**src/rtl/half_pel_serializer_if.sv**
```systemverilog
// Segment input and sample output handshake bundle of the half-pel serializer.
interface half_pel_serializer_if;
    logic        in_valid;
    logic        in_ready;
    logic [63:0] cur_pix;
    logic [55:0] filter_pix;
    logic        out_valid;
    logic        out_ready;
    logic [7:0]  out_pix;
    logic        out_half;
    logic        out_last;

    // slave: the serializer itself; master: the environment driving it.
    modport slave (
        input  in_valid, cur_pix, filter_pix, out_ready,
        output in_ready, out_valid, out_pix, out_half, out_last
    );
    modport master (
        output in_valid, cur_pix, filter_pix, out_ready,
        input  in_ready, out_valid, out_pix, out_half, out_last
    );
endinterface

```
**src/rtl/half_pel_serializer.sv**
```systemverilog
// Interleaves 8 integer pixels and 7 half-pel averages into a 15-beat sample
// stream, with a two-deep segment buffer and a per-line last-sample flag.
module half_pel_serializer #(
    parameter int unsigned SEGS_PER_LINE = 4
) (
    input  logic                  clk,
    input  logic                  rst,
    half_pel_serializer_if.slave  bus
);
    localparam int unsigned SEG_DW   = 120;
    localparam int unsigned IDX_W    = 4;
    localparam int unsigned SEG_W    = (SEGS_PER_LINE > 1) ? $clog2(SEGS_PER_LINE) : 1;
    localparam logic [IDX_W-1:0] IDX_LAST = IDX_W'(14);
    localparam logic [SEG_W-1:0] SEG_LAST = SEG_W'(SEGS_PER_LINE - 1);

    typedef enum logic {S_EMPTY, S_SHIFT} state_t;

    state_t              r_state, w_state_nxt;
    logic [SEG_DW-1:0]   r_act, w_act_nxt;
    logic [SEG_DW-1:0]   r_pend, w_pend_nxt;
    logic                r_pend_valid, w_pend_valid_nxt;
    logic [IDX_W-1:0]    r_idx, w_idx_nxt;
    logic [SEG_W-1:0]    r_seg, w_seg_nxt;
    logic                r_in_ready;
    logic [7:0]          r_out_pix, w_out_pix_nxt;
    logic                r_out_half, w_out_half_nxt;
    logic                r_out_last, w_out_last_nxt;

    logic [SEG_DW-1:0]   w_in_seg;
    logic                w_accept;
    logic                w_fire;
    logic                w_finish;

    // Segment layout: integer pixels in [63:0], half-pel samples in [119:64].
    function automatic logic [7:0] sel_sample(input logic [SEG_DW-1:0] d,
                                              input logic [IDX_W-1:0]  k);
        logic [7:0] s;
        s = '0;
        for (int j = 0; j < 8; j++)
            if (!k[0] && (k[3:1] == 3'(j))) s = d[8*j +: 8];
        for (int j = 0; j < 7; j++)
            if (k[0] && (k[3:1] == 3'(j))) s = d[64 + 8*j +: 8];
        return s;
    endfunction

    assign w_in_seg = {bus.filter_pix, bus.cur_pix};
    assign w_accept = bus.in_valid & r_in_ready;
    assign w_fire   = (r_state == S_SHIFT) & bus.out_ready;
    assign w_finish = w_fire & (r_idx == IDX_LAST);

    // Next-state for the active slot, pending slot, beat index and line position.
    always_comb begin
        w_state_nxt      = r_state;
        w_act_nxt        = r_act;
        w_pend_nxt       = r_pend;
        w_pend_valid_nxt = r_pend_valid;
        w_idx_nxt        = r_idx;
        w_seg_nxt        = r_seg;

        case (r_state)
            S_EMPTY: begin
                if (w_accept) begin
                    w_state_nxt = S_SHIFT;
                    w_act_nxt   = w_in_seg;
                    w_idx_nxt   = '0;
                end
            end
            S_SHIFT: begin
                if (w_fire && !w_finish) w_idx_nxt = r_idx + IDX_W'(1);
                if (w_finish) begin
                    w_seg_nxt = (r_seg == SEG_LAST) ? '0 : r_seg + SEG_W'(1);
                    w_idx_nxt = '0;
                    if (r_pend_valid) begin
                        w_act_nxt        = r_pend;
                        w_pend_valid_nxt = 1'b0;
                    end else if (w_accept) begin
                        w_act_nxt = w_in_seg;
                    end else begin
                        w_state_nxt = S_EMPTY;
                    end
                end else if (w_accept) begin
                    w_pend_nxt       = w_in_seg;
                    w_pend_valid_nxt = 1'b1;
                end
            end
            default: w_state_nxt = S_EMPTY;
        endcase

        w_out_pix_nxt  = '0;
        w_out_half_nxt = 1'b0;
        w_out_last_nxt = 1'b0;
        if (w_state_nxt == S_SHIFT) begin
            w_out_pix_nxt  = sel_sample(w_act_nxt, w_idx_nxt);
            w_out_half_nxt = w_idx_nxt[0];
            w_out_last_nxt = (w_idx_nxt == IDX_LAST) && (w_seg_nxt == SEG_LAST);
        end
    end

    always_ff @(posedge clk) begin
        if (rst) begin
            r_state      <= S_EMPTY;
            r_act        <= '0;
            r_pend       <= '0;
            r_pend_valid <= 1'b0;
            r_idx        <= '0;
            r_seg        <= '0;
            r_in_ready   <= 1'b1;
            r_out_pix    <= '0;
            r_out_half   <= 1'b0;
            r_out_last   <= 1'b0;
        end else begin
            r_state      <= w_state_nxt;
            r_act        <= w_act_nxt;
            r_pend       <= w_pend_nxt;
            r_pend_valid <= w_pend_valid_nxt;
            r_idx        <= w_idx_nxt;
            r_seg        <= w_seg_nxt;
            r_in_ready   <= !w_pend_valid_nxt;
            r_out_pix    <= w_out_pix_nxt;
            r_out_half   <= w_out_half_nxt;
            r_out_last   <= w_out_last_nxt;
        end
    end

    assign bus.in_ready  = r_in_ready;
    assign bus.out_valid = (r_state == S_SHIFT);
    assign bus.out_pix   = r_out_pix;
    assign bus.out_half  = r_out_half;
    assign bus.out_last  = r_out_last;
endmodule

```
**src/flat_wrapper.sv**
```systemverilog
// flat-port wrapper written by rule: the top's interface ports become plain ports
module half_pel_serializer_flat 
#(
    parameter int unsigned SEGS_PER_LINE = 4
)
  (clk, rst, bus_in_valid, bus_cur_pix, bus_filter_pix, bus_out_ready, bus_in_ready, bus_out_valid, bus_out_pix, bus_out_half, bus_out_last);
  half_pel_serializer_if bus_i ();
  input  logic clk;
  input  logic rst;
  input wire logic [$bits(bus_i.in_valid)-1:0] bus_in_valid;
  input wire logic [$bits(bus_i.cur_pix)-1:0] bus_cur_pix;
  input wire logic [$bits(bus_i.filter_pix)-1:0] bus_filter_pix;
  input wire logic [$bits(bus_i.out_ready)-1:0] bus_out_ready;
  output wire logic [$bits(bus_i.in_ready)-1:0] bus_in_ready;
  output wire logic [$bits(bus_i.out_valid)-1:0] bus_out_valid;
  output wire logic [$bits(bus_i.out_pix)-1:0] bus_out_pix;
  output wire logic [$bits(bus_i.out_half)-1:0] bus_out_half;
  output wire logic [$bits(bus_i.out_last)-1:0] bus_out_last;
  assign bus_i.in_valid = bus_in_valid;
  assign bus_i.cur_pix = bus_cur_pix;
  assign bus_i.filter_pix = bus_filter_pix;
  assign bus_i.out_ready = bus_out_ready;
  assign bus_in_ready = bus_i.in_ready;
  assign bus_out_valid = bus_i.out_valid;
  assign bus_out_pix = bus_i.out_pix;
  assign bus_out_half = bus_i.out_half;
  assign bus_out_last = bus_i.out_last;
  half_pel_serializer #(.SEGS_PER_LINE(SEGS_PER_LINE)) u_core (.clk(clk), .rst(rst), .bus(bus_i));
endmodule
```
**config.mk**
```make
export PLATFORM = sky130hd
export DESIGN_NAME = half_pel_serializer_flat
export DESIGN_NICKNAME = d
export VERILOG_FILES = /design/src/rtl/half_pel_serializer_if.sv /design/src/rtl/half_pel_serializer.sv /design/src/flat_wrapper.sv
export SDC_FILE = /design/constraint.sdc
export NUM_CORES = 1
export LEC_CHECK = 0
export CAP_MARGIN = 25
export CORE_MARGIN = 4
export CORE_UTILIZATION = 40
export CTS_CLUSTER_SIZE = 40
export DETAILED_ROUTE_END_ITERATION = 7
export GPL_TIMING_DRIVEN = 0
export PLACE_DENSITY = 0.68
export SLEW_MARGIN = 10
export SYNTH_ARGS = -nofsm -noshare
export SYNTH_HDL_FRONTEND = slang
export SYNTH_SLANG_ARGS = --single-unit
export TNS_END_PERCENT = 100
```
**constraint.sdc**
```tcl
create_clock -name clk -period 3.6 [get_ports clk]
set_clock_uncertainty 0.15 [all_clocks]
set_input_delay 1.08 -clock clk [delete_from_list [all_inputs] [get_ports clk]]
set_output_delay 1.08 -clock clk [all_outputs]
set_load 0.05 [all_outputs]
```
# After elaboration in Yosys (flattened, before gate mapping)
# Index checks and enable logic that the tools add are counted.
# totals
ff_bits,259
latchBits,0
ram_bits,0
rom_bits,0
input_bits,124
output_inout_bits,12
wordCells,85
mem_count,0
# op_classes
n_addsub,2
multipliers,0
div_mod_pow,0
n_lt_le_gt_ge,0
eq_ne,11
shifts,0
mux,33
bitwise_logic,6
n_reduce_logical,23
# op_table
cell,n
120-bit 2-to-1 mux,3
120-bit case mux with 2 select lines,1
8-bit 2-to-1 mux,15
1-bit logical AND,17
3-bit equality test (second input constant),4
4-bit 2-to-1 mux,3
4-bit equality test (second input constant),2
4-bit case mux with 2 select lines,1
3-bit by 2-bit equality test with 1-bit output (second input constant),2
1-bit 2-to-1 mux,6
2-bit 2-to-1 mux,3
4-bit by 1-bit adder with 4-bit output (second input constant),1
2-bit equality test (second input constant),2
1-bit bitwise AND,3
3-bit by 1-bit equality test with 1-bit output (second input constant),1
1-bit logical NOT,3
3-bit logical NOT,1
1-bit inverter,3
3-bit AND reduction,1
2-bit by 1-bit adder with 2-bit output (second input constant),1
1-bit case mux with 2 select lines,1
2-bit OR reduction,1

# Logic depth before layout (Yosys ltp)
# Gate-level depths: netlist (run 1).
# depth
word_depth,24
ltp_mapped,14
mapped_depth_nobuf,10

# Worst setup path before layout (run 1)
# No wires, ideal clock.
# synth_timing
path_kind,input-to-reg
start,in bus_out_ready
end,reg u_core.r_out_pix[4] (netlist: u_core.bus.out_pix[4])
setup_time_ns,0.117
arrival_time_ns,3.005
required_ns,3.333
setup_slack_ns,0.327
path_stages,11
n_path_buf,3
cell_sequence,and2_1 clkbuf_2 and2_1 or4_1 buf_2 buf_6 nand2_1 nor2_1 a221oi_1 o211ai_1 a32o_1
# synth_via
elab_chain_len,24
elab_cells_between_ends,52
classes_between,eq/ne: 7; mux: 22; bitwise: 3; reduce/logical: 20
# synth_lines
item,line,source
from (decl),flat_wrapper.sv:13,input wire logic [$bits(bus_i.out_ready)-1:0] bus_out_ready;
1-bit bitwise AND *,half_pel_serializer.sv:48,assign w_fire = (r_state == S_SHIFT) & bus.out_ready;
1-bit bitwise AND,half_pel_serializer.sv:49,assign w_finish = w_fire & (r_idx == IDX_LAST);
1-bit logical NOT,half_pel_serializer.sv:69,if (w_fire && !w_finish) w_idx_nxt = r_idx + IDX_W'(1);
1-bit logical AND,half_pel_serializer.sv:69,
4-bit 2-to-1 mux,half_pel_serializer.sv:69,
4-bit 2-to-1 mux,half_pel_serializer.sv:70,if (w_finish) begin
4-bit case mux with 2 select lines,half_pel_serializer.sv:60,case (r_state)
3-bit logical NOT / 1-bit logical NOT (equally long branches),"half_pel_serializer.sv:40, half_pel_serializer.sv:42",
1-bit logical AND,half_pel_serializer.sv:40,if (!k[0] && (k[3:1] == 3'(j))) s = d[8*j +: 8];
8-bit 2-to-1 mux (8 in series),half_pel_serializer.sv:40,
8-bit 2-to-1 mux (7 in series),half_pel_serializer.sv:42,if (k[0] && (k[3:1] == 3'(j))) s = d[64 + 8*j +: 8];
to (signal assigned),half_pel_serializer.sv:119,r_out_pix <= w_out_pix_nxt;
to (decl),half_pel_serializer.sv:25,"logic [7:0] r_out_pix, w_out_pix_nxt;"
# Every way passes the cells marked *; elsewhere a longest branch is shown, timed or not.
# A chain may end at the register's enable or synchronous reset.

# Worst setup path in the final report (run 1)
# layout_timing
start,reg u_core.r_idx[0]
end,reg u_core.r_out_pix[3] (netlist: u_core.bus.out_pix[3])
# layout_via
elab_chain_len,24
elab_cells_between_ends,54
classes_between,add/sub: 1; eq/ne: 8; mux: 23; bitwise: 2; reduce/logical: 20
# layout_lines
item,line,source
from (decl),half_pel_serializer.sv:22,"logic [IDX_W-1:0] r_idx, w_idx_nxt;"
from (signal assigned),half_pel_serializer.sv:116,r_idx <= w_idx_nxt;
4-bit equality test,half_pel_serializer.sv:49,
1-bit bitwise AND,half_pel_serializer.sv:49,
1-bit logical NOT,half_pel_serializer.sv:69,
1-bit logical AND,half_pel_serializer.sv:69,
4-bit 2-to-1 mux,half_pel_serializer.sv:69,
4-bit 2-to-1 mux,half_pel_serializer.sv:70,
4-bit case mux with 2 select lines,half_pel_serializer.sv:60,
3-bit logical NOT / 1-bit logical NOT (equally long branches),"half_pel_serializer.sv:40, half_pel_serializer.sv:42",
1-bit logical AND,half_pel_serializer.sv:40,
8-bit 2-to-1 mux (8 in series),half_pel_serializer.sv:40,
8-bit 2-to-1 mux (7 in series),half_pel_serializer.sv:42,
# Parallel ways exist; a longest one is shown, timed or not.

==> results of run 1 <==
worst max-delay path: stages (launching register included):
cell,delay (ns)
dfxtp_4,0.36
inv_1,0.10
ha_1,0.25
nand4_2,0.17
and2_4,0.21
or2_1,0.25
buf_6,0.16
buf_6,0.15
buf_4,0.20
a222oi_1,0.34
buf_4,0.19
a21oi_1,0.07
o21ai_2,0.20
nand4_1,0.23
a22o_1,0.29
what timing repair did:
action,4_1_cts,5_1_grt
buffers inserted,43,9
gates resized for setup,78,28
setup endpoints to repair,34,8
pin swaps,42,18
power by group through the flow:
stage	sequential, mW	clock [mW]	combinational (mW)
floorplan	3.16	0	0.518
global placement	3.14	0	1.03
detailed placement	3.15	0	1.04
CTS	3.08	2.83	1.14
global route	3.10	2.95	1.26
finish	3.09	2.82	1.20
through the flow:
step | hold slack, ns | utilization [%]
floorplan | 0.282 | -
global placement | 0.291 | 47.3
detailed placement | 0.297 | 47.3
CTS | 0.305 | 52.6
global route | 0.319 | 53.2
finish | 0.304 | 53.2
worst max path at each step:
stage,slack [ns],to,cells after the start
after floorplan,0.33,u_core.bus.out_pix[4],11
after global placement,-1.71,u_core.bus.out_pix[7],10
after detailed placement,-1.70,u_core.bus.out_pix[7],10
after CTS,-0.002,u_core.bus.out_pix[4],11
after global routing,0.01,u_core.bus.out_pix[7],11
final,0.13,u_core.bus.out_pix[3],14
registers in the layout, summed over array words and instances (netlist names):
register,count
u_core.r_act,120
u_core.r_pend,120
u_core.bus.out_pix,8
u_core.r_idx,4
u_core.r_seg,2
u_core.bus.in_ready,1
u_core.bus.out_half,1
u_core.bus.out_last,1
u_core.bus.out_valid,1
u_core.r_pend_valid,1
kinds of logic (layout without fill, tap and decap cells):
family / after synthesis / in the layout / share of synthesized area, %
compound gates: 378 / 378 / 26.0
fa+ha+maj: 3 / 3 / 0.358
buf+inv: 118 / 349 / 4.90
flops: 259 / 259 / 49.4
mux: 8 / 8 / 0.799
simple gates: 483 / 483 / 18.5
cells in the final DEF (no fill, tap or decap), types with 7 or more instances in the layout:
cell and count:
a22o_1 8, nand3_1 9, o21ai_0 22, nand2_1 285, a22oi_1 9, clkbuf_1 68
nor3_1 7, nand2b_1 8, buf_4 69, dfxtp_1 257, clkdlybuf4s50_1 132, o22ai_1 12
a222oi_1 108, o221ai_1 9, buf_2 15, clkbuf_2 8, clkbuf_16 27, nor2_1 142
a21oi_1 143, a31oi_1 10
cell type report:
type	instances	area, um2	share of cell area (%)
Timing Repair Buffer	186	1730	12.5
Clock buffer	39	761	5.52
Tap cell	335	419	3.04
Inverter	4	15.0	0.109
Multi-Input combinational cell	872	4970	36.0
Clock inverter	8	121	0.880
Buffer	112	589	4.27
Sequential cell	259	5190	37.6
layer usage:
metal	routed length (um)	vias up	GRT usage, %
li1	-	4997	-
met1	18100	5393	40.5
met2	20100	661	45.8
met3	4870	121	6.95
met4	1910	0	12.4
met5	0	-	0
==> impl_metrics.xml, run 1 <==
<?xml version="1.0" encoding="UTF-8"?>
<metrics>
  <group name="outcome">
    <metric name="outcome" unit="">completed</metric>
  </group>
  <group name="placement">
    <metric name="post-place-cells" unit="">1718</metric>
    <metric name="gp_congestion" unit="">1.04</metric>
    <metric name="instance_area_at_placement" unit="um2">12300</metric>
    <metric name="dp_slack" unit="ns">-1.70</metric>
    <metric name="post-dp-hpwl" unit="um">31800</metric>
    <metric name="port_buffers" unit="">134</metric>
  </group>
  <group name="timing">
    <metric name="report.final.hold_viol_count" unit="">0</metric>
    <metric name="grt_setup_unrepaired" unit="">no</metric>
    <metric name="setup_viol" unit="">0</metric>
    <metric name="fin_setup_tns" unit="ns">0</metric>
    <metric name="timing_max_transition_violations_final" unit="">0</metric>
    <metric name="timing.final.crit_share" unit="%">96.5</metric>
    <metric name="worstMarginPinSlew" unit="ns">0.953</metric>
    <metric name="timing.final.crit_period" unit="ns">3.47</metric>
    <metric name="max-slew-margin-rel" unit="%">36.5</metric>
    <metric name="fmaxAchievable" unit="GHz">0.288</metric>
    <metric name="final_critical_path_setup_slack" unit="ns">0.126</metric>
  </group>
  <group name="grt">
    <metric name="aggregate_global_routing_overflow" unit="">0</metric>
    <metric name="grt_use_total" unit="%">29.8</metric>
    <metric name="antenna_found_initial" unit="">0</metric>
    <metric name="maximum_number_of_pins_on_one_net_before_global_route_repair" unit="">14</metric>
    <metric name="grt_pass1_vias" unit="">10800</metric>
    <metric name="first_pass_grt_wire_length" unit="um">65600</metric>
  </group>
  <group name="cts">
    <metric name="clock_insertion_delay_worst_skew" unit="ns">0.54</metric>
    <metric name="clock_tree.htree_level_count" unit="">1</metric>
    <metric name="tritoncts" unit="">yes</metric>
    <metric name="postCtsHoldBufs" unit="">0</metric>
    <metric name="cts-root-buf" unit="">clkbuf_16</metric>
    <metric name="cts_buffer_depth" unit="">3</metric>
    <metric name="cts.clk_slew.worst_paths" unit="ns">0.06</metric>
    <metric name="clkSinkCount" unit="">259</metric>
    <metric name="cts_inserted_buffers" unit="">27</metric>
  </group>
  <group name="die">
    <metric name="core_area" unit="um2">25900</metric>
    <metric name="initial_cell_density_of_the_core" unit="%">40.5</metric>
    <metric name="design.die.area" unit="um2">28900</metric>
    <metric name="placement_rows" unit="">59</metric>
    <metric name="dieHeight" unit="um">170</metric>
    <metric name="die-width" unit="um">170</metric>
    <metric name="floorplan.io_pins" unit="">136</metric>
  </group>
  <group name="power_and_ir_drop">
    <metric name="power_frac_comb" unit="%">16.9</metric>
    <metric name="worst_ir_drop_vdd" unit="uV">313</metric>
    <metric name="p_leak" unit="nW">4.99</metric>
    <metric name="switching_power_total" unit="mW">1.92</metric>
    <metric name="sw_frac_of_total" unit="%">27.1</metric>
    <metric name="totalPowerFinal" unit="mW">7.10</metric>
    <metric name="share_seq_of_total_power" unit="%">43.5</metric>
    <metric name="power_density_of_the_placed_cells" unit="nW/um2">515</metric>
    <metric name="internal_power" unit="mW">5.18</metric>
    <metric name="power_frac_clock" unit="%">39.7</metric>
  </group>
  <group name="logic_synthesis">
    <metric name="synth_area_leaders" unit="">dfxtp_1 (49%), a222oi_1 (10%), nand2_1 (10%), a21oi_1 (6.9%), nor2_1 (5.2%)</metric>
    <metric name="yosys_synthesis_warning_count" unit="">0</metric>
    <metric name="synthesis.instances" unit="">1249</metric>
    <metric name="synthDistinctLibCells" unit="">62</metric>
    <metric name="syn-cell-area" unit="um2">10500</metric>
    <metric name="yosys.area.top_type" unit="">dfxtp_1</metric>
    <metric name="mappedNetlistNets" unit="">1376</metric>
    <metric name="synth_top_area_share" unit="%">49.4</metric>
    <metric name="postSynthRegisterBits" unit="">259</metric>
    <metric name="synth-async-reset-ratio" unit="%">0</metric>
    <metric name="synth-edff-count" unit="">0</metric>
    <metric name="post_syn_area_per_cell" unit="um2">8.40</metric>
    <metric name="synth_top_cells_by_count" unit="">nand2_1 (287), dfxtp_1 (259), a21oi_1 (144), nor2_1 (144), a222oi_1 (108)</metric>
    <metric name="synth-seq-area-share" unit="%">49.4</metric>
    <metric name="most_frequent_cell_after_synthesis" unit="">nand2_1</metric>
    <metric name="ys_dominant_reg_cell" unit="">dfxtp_1</metric>
  </group>
  <group name="routing">
    <metric name="drt-vias-per-instance" unit="">6.16</metric>
    <metric name="drt-pass1-iter-count" unit="">8</metric>
    <metric name="postRouteWirelength" unit="um">45000</metric>
    <metric name="drc_errors" unit="">0</metric>
    <metric name="drtAntennaViolNets" unit="">0</metric>
    <metric name="first_iter_violations" unit="">1813</metric>
    <metric name="detailed_route_wire_length_per_cell" unit="um">24.8</metric>
    <metric name="dr_total_vias" unit="">11200</metric>
  </group>
  <group name="cells_and_area">
    <metric name="fill_cells" unit="">2461</metric>
    <metric name="post_layout_nonfiller_instances" unit="">1815</metric>
    <metric name="layout-drive-gt1-share" unit="%">12.4</metric>
    <metric name="area_growth_syn_to_layout" unit="%">31.4</metric>
    <metric name="postLayoutCellArea" unit="um2">13800</metric>
    <metric name="diodes" unit="">0</metric>
    <metric name="final_net_count" unit="">1589</metric>
  </group>
  <group name="setup_path">
    <metric name="r2r_slack" unit="ns">0.13</metric>
    <metric name="crit_path_category" unit="">register to register</metric>
    <metric name="highest_fanout_seen_on_the_critical_path" unit="">10</metric>
    <metric name="timing.critical_path.from" unit="">u_core.r_idx[0]</metric>
    <metric name="worst_setup_path_end_kind" unit="">register</metric>
    <metric name="r2r-start" unit="">u_core.r_idx[0]</metric>
    <metric name="critical_path.startpoint_type" unit="">register</metric>
    <metric name="cp_data_arrival_time" unit="ns">3.74</metric>
    <metric name="cp.required" unit="ns">3.87</metric>
    <metric name="r2r-end" unit="">u_core.bus.out_pix[3]</metric>
    <metric name="r2r_cells" unit="">14</metric>
  </group>
  <group name="hold_path">
    <metric name="min_delay_worst_endpoint" unit="">u_core.r_pend[76]</metric>
    <metric name="cell_depth_of_the_worst_min_delay_path" unit="">2</metric>
    <metric name="hold_path.startpoint" unit="">u_core.r_pend[76]</metric>
    <metric name="hp-class" unit="">register to register</metric>
  </group>
  <group name="run">
    <metric name="max_cap_viol_count" unit="">0</metric>
  </group>
</metrics>
No activity file was read; power rests on OpenSTA's default activity.
==> inputs of run 2 (changes only) <==
--- a/config.mk
+++ b/config.mk
@@ -5,6 +5,7 @@
 export SDC_FILE = /design/constraint.sdc
 export NUM_CORES = 1
 export LEC_CHECK = 0
+export ABC_CLOCK_PERIOD_IN_PS = 3600
 export CAP_MARGIN = 25
 export CORE_MARGIN = 4
 export CORE_UTILIZATION = 40
==> results of run 2 <==
Final layout, timing and power as in run 1 (identical DEF).
==> inputs of run 3 (changes only) <==
--- a/config.mk
+++ b/config.mk
@@ -11,8 +11,10 @@
 export CORE_UTILIZATION = 40
 export CTS_CLUSTER_SIZE = 40
 export DETAILED_ROUTE_END_ITERATION = 7
+export DONT_BUFFER_PORTS = 1
 export GPL_TIMING_DRIVEN = 0
-export PLACE_DENSITY = 0.68
+export MAX_ROUTING_LAYER = met4
+export PLACE_DENSITY = 0.61
 export SLEW_MARGIN = 10
 export SYNTH_ARGS = -nofsm -noshare
 export SYNTH_HDL_FRONTEND = slang
==> run 3 against run 2 <==
Compared with the run above:
- critical path depth shrank 1
- highest routed layer unchanged
- die area is the same
- largest power group unchanged
- largest cell class unchanged
- hold slack better by 0.0013 ns
- count of clock-buffer cells in the layout rose by 5
- total power increased by 0.35%
- sequential cell count stayed put
- combinational power fell by 23%
==> impl_metrics.xml, run 3 (same netlist as run 1, synthesis figures left out) <==
<?xml version="1.0" encoding="UTF-8"?>
<metrics>
  <group name="routing">
    <metric name="postRouteWirelength" unit="um">44700</metric>
    <metric name="dr_total_vias" unit="">10400</metric>
    <metric name="drtAntennaViolNets" unit="">0</metric>
    <metric name="detailed_route_wire_length_per_cell" unit="um">26.8</metric>
    <metric name="drt-pass1-iter-count" unit="">8</metric>
    <metric name="drt-vias-per-instance" unit="">6.27</metric>
    <metric name="drc_errors" unit="">0</metric>
    <metric name="first_iter_violations" unit="">1726</metric>
  </group>
  <group name="outcome">
    <metric name="outcome" unit="">completed</metric>
  </group>
  <group name="setup_path">
    <metric name="crit_chain" unit="">inv_1, ha_1, nand4_2, and2_4, or2_1, buf_6, buf_6, buf_2, a222oi_1, o22ai_1, a22o_1, o21bai_1, a21oi_1</metric>
    <metric name="highest_fanout_seen_on_the_critical_path" unit="">10</metric>
    <metric name="cp_data_arrival_time" unit="ns">3.82</metric>
    <metric name="critical_path.startpoint_type" unit="">register</metric>
    <metric name="crit_path_category" unit="">register to register</metric>
    <metric name="r2r-start" unit="">u_core.r_idx[0]</metric>
    <metric name="r2r_slack" unit="ns">0.05</metric>
    <metric name="cp.required" unit="ns">3.87</metric>
    <metric name="timing.critical_path.max_delay_family" unit="">compound AO/OA/AOI/OAI gates</metric>
    <metric name="critPathMaxStageDelay" unit="ns">0.58</metric>
    <metric name="crit_top_cell" unit="">buf_6</metric>
    <metric name="worst_setup_path_end_kind" unit="">register</metric>
    <metric name="r2r-end" unit="">u_core.bus.out_pix[5]</metric>
    <metric name="worstPathBufferInverterCount" unit="">4</metric>
    <metric name="cpMaxStageDelayCell" unit="">a222oi_1</metric>
    <metric name="r2r_cells" unit="">13</metric>
  </group>
  <group name="cts">
    <metric name="clkSinkCount" unit="">259</metric>
    <metric name="tritoncts" unit="">yes</metric>
    <metric name="cts-root-buf" unit="">clkbuf_16</metric>
    <metric name="cts_buffer_depth" unit="">3</metric>
    <metric name="clock_tree.htree_level_count" unit="">1</metric>
    <metric name="cts.clk_slew.worst_paths" unit="ns">0.06</metric>
    <metric name="clock_insertion_delay_worst_skew" unit="ns">0.57</metric>
    <metric name="cts_inserted_buffers" unit="">28</metric>
  </group>
  <group name="placement">
    <metric name="instance_area_at_placement" unit="um2">10900</metric>
    <metric name="dp_slack" unit="ns">-1.07</metric>
    <metric name="gp_congestion" unit="">1.01</metric>
    <metric name="port_buffers" unit="">0</metric>
    <metric name="post-dp-hpwl" unit="um">31900</metric>
  </group>
  <group name="die">
    <metric name="initial_cell_density_of_the_core" unit="%">40.5</metric>
    <metric name="design.die.area" unit="um2">28900</metric>
    <metric name="floorplan.io_pins" unit="">136</metric>
    <metric name="die-width" unit="um">170</metric>
    <metric name="core_area" unit="um2">25900</metric>
    <metric name="placement_rows" unit="">59</metric>
    <metric name="dieHeight" unit="um">170</metric>
  </group>
  <group name="cells_and_area">
    <metric name="seqCellArea" unit="um2">5190</metric>
    <metric name="postLayoutCellArea" unit="um2">12300</metric>
    <metric name="most-common-layout-cells" unit="">nand2_1 (284), dfxtp_1 (255), a21oi_1 (143), nor2_1 (143), a222oi_1 (108)</metric>
    <metric name="final_net_count" unit="">1435</metric>
    <metric name="diodes" unit="">0</metric>
    <metric name="fill_cells" unit="">2525</metric>
    <metric name="area_occupied_by_multi_input_gates" unit="um2">4910</metric>
    <metric name="layout-drive-gt1-share" unit="%">12.3</metric>
    <metric name="final_common_cell" unit="">nand2_1</metric>
    <metric name="area_growth_syn_to_layout" unit="%">17.6</metric>
    <metric name="utilization" unit="%">47.6</metric>
  </group>
  <group name="power_and_ir_drop">
    <metric name="totalPowerFinal" unit="mW">7.13</metric>
    <metric name="worst_ir_drop_vdd" unit="uV">409</metric>
    <metric name="power_density_of_the_placed_cells" unit="nW/um2">577</metric>
    <metric name="p_leak" unit="nW">4.41</metric>
    <metric name="sw_frac_of_total" unit="%">27.0</metric>
    <metric name="internal_power" unit="mW">5.21</metric>
    <metric name="power_frac_clock" unit="%">43.2</metric>
    <metric name="share_seq_of_total_power" unit="%">43.8</metric>
    <metric name="power_frac_comb" unit="%">12.9</metric>
    <metric name="switching_power_total" unit="mW">1.92</metric>
  </group>
  <group name="timing">
    <metric name="fmaxAchievable" unit="GHz">0.282</metric>
    <metric name="worstMarginPinSlew" unit="ns">1.03</metric>
    <metric name="final_critical_path_setup_slack" unit="ns">0.0495</metric>
    <metric name="grt_setup_unrepaired" unit="">yes</metric>
    <metric name="max-slew-margin-rel" unit="%">31.1</metric>
    <metric name="setup_viol" unit="">0</metric>
    <metric name="timing.final.crit_period" unit="ns">3.55</metric>
    <metric name="timing.final.crit_share" unit="%">98.6</metric>
    <metric name="fin_setup_tns" unit="ns">0</metric>
    <metric name="timing_max_transition_violations_final" unit="">0</metric>
    <metric name="report.final.hold_viol_count" unit="">0</metric>
  </group>
  <group name="hold_path">
    <metric name="min_delay_worst_endpoint" unit="">u_core.r_pend[83]</metric>
    <metric name="hold_path.startpoint" unit="">u_core.r_pend[83]</metric>
    <metric name="hp-class" unit="">register to register</metric>
    <metric name="cell_depth_of_the_worst_min_delay_path" unit="">2</metric>
  </group>
  <group name="grt">
    <metric name="antenna_found_initial" unit="">0</metric>
    <metric name="grt_use_total" unit="%">30.7</metric>
    <metric name="grt_pass1_vias" unit="">9775</metric>
    <metric name="aggregate_global_routing_overflow" unit="">0</metric>
    <metric name="first_pass_grt_wire_length" unit="um">64700</metric>
    <metric name="maximum_number_of_pins_on_one_net_before_global_route_repair" unit="">15</metric>
  </group>
  <group name="run">
    <metric name="max_cap_viol_count" unit="">0</metric>
  </group>
</metrics>
[run 3: cell types whose count changed in the layout (fill, tap and decap cells not counted), sizes merged]
cell	change
clkinvlp	+1
clkbuf	+8
buf	-25
dlymetal6s2s	-1
clkdlybuf4s50	-132
inv	-1
[run 3: per-stage QoR]
stage                     hold WS [ns]  cells
after floorplan                  0.282   1249
final                            0.305   1665
after global placement           0.291   1584
after detailed placement         0.297   1584
after global routing             0.314   1665
after CTS                        0.306   1652
[run 3: layer usage]
layer / share of wire, % / vias to the layer above / GRT usage, %
li1: - / 4698 / -
met1: 41 / 5066 / 40.9
met2: 44 / 567 / 46.3
met3: 11 / 103 / 7.74
met4: 3.7 / 0 / 9.27
met5: 0 / - / -
[run 3: area by class of cell]
cell class | instances | share of cell area, %
Sequential cell | 259 | 42.0
Timing Repair Buffer | 31 | 1.89
Tap cell | 335 | 3.40
Clock buffer | 44 | 7.06
Clock inverter | 8 | 1.06
Multi-Input combinational cell | 872 | 39.8
Buffer | 112 | 4.61
Inverter | 4 | 0.122
[run 3: worst max-delay path by stage]
stage / startpoint / to / slack (ns) / depth (start not counted)
global route: u_core.r_idx[0] / u_core.bus.out_pix[6] / -0.03 / 12
finish: u_core.r_idx[0] / u_core.bus.out_pix[5] / 0.05 / 13
global placement: bus_in_valid / u_core.bus.out_pix[7] / -1.04 / 9
CTS: u_core.r_idx[0] / u_core.bus.out_pix[3] / 0.004 / 13
detailed placement: bus_out_ready / u_core.bus.out_pix[7] / -1.07 / 9
floorplan: bus_out_ready / u_core.bus.out_pix[4] / 0.33 / 11
[run 3: power groups by stage]
stage,clock [mW],combinational [mW],sequential [mW]
detailed placement,0,0.824,3.18
global route,3.23,0.976,3.14
floorplan,0,0.518,3.16
global placement,0,0.818,3.18
CTS,3.11,0.864,3.12
finish,3.08,0.922,3.12
[run 3: what timing repair did]
action                     in CTS  in global routing
resized for setup              43                 40
pin swaps                      15                 19
buffers inserted               17                 14
setup endpoints to repair      24                  8
hold buffers                    0                  0
[run 3: worst register-to-register path, cell delays in order, from the launching register on]
cell,delay (ns)
dfxtp_2,0.35
inv_1,0.09
ha_1,0.22
nand4_2,0.18
and2_4,0.22
or2_1,0.24
buf_6,0.16
buf_6,0.15
buf_2,0.26
a222oi_1,0.58
o22ai_1,0.15
a22o_1,0.26
o21bai_1,0.27
a21oi_1,0.16
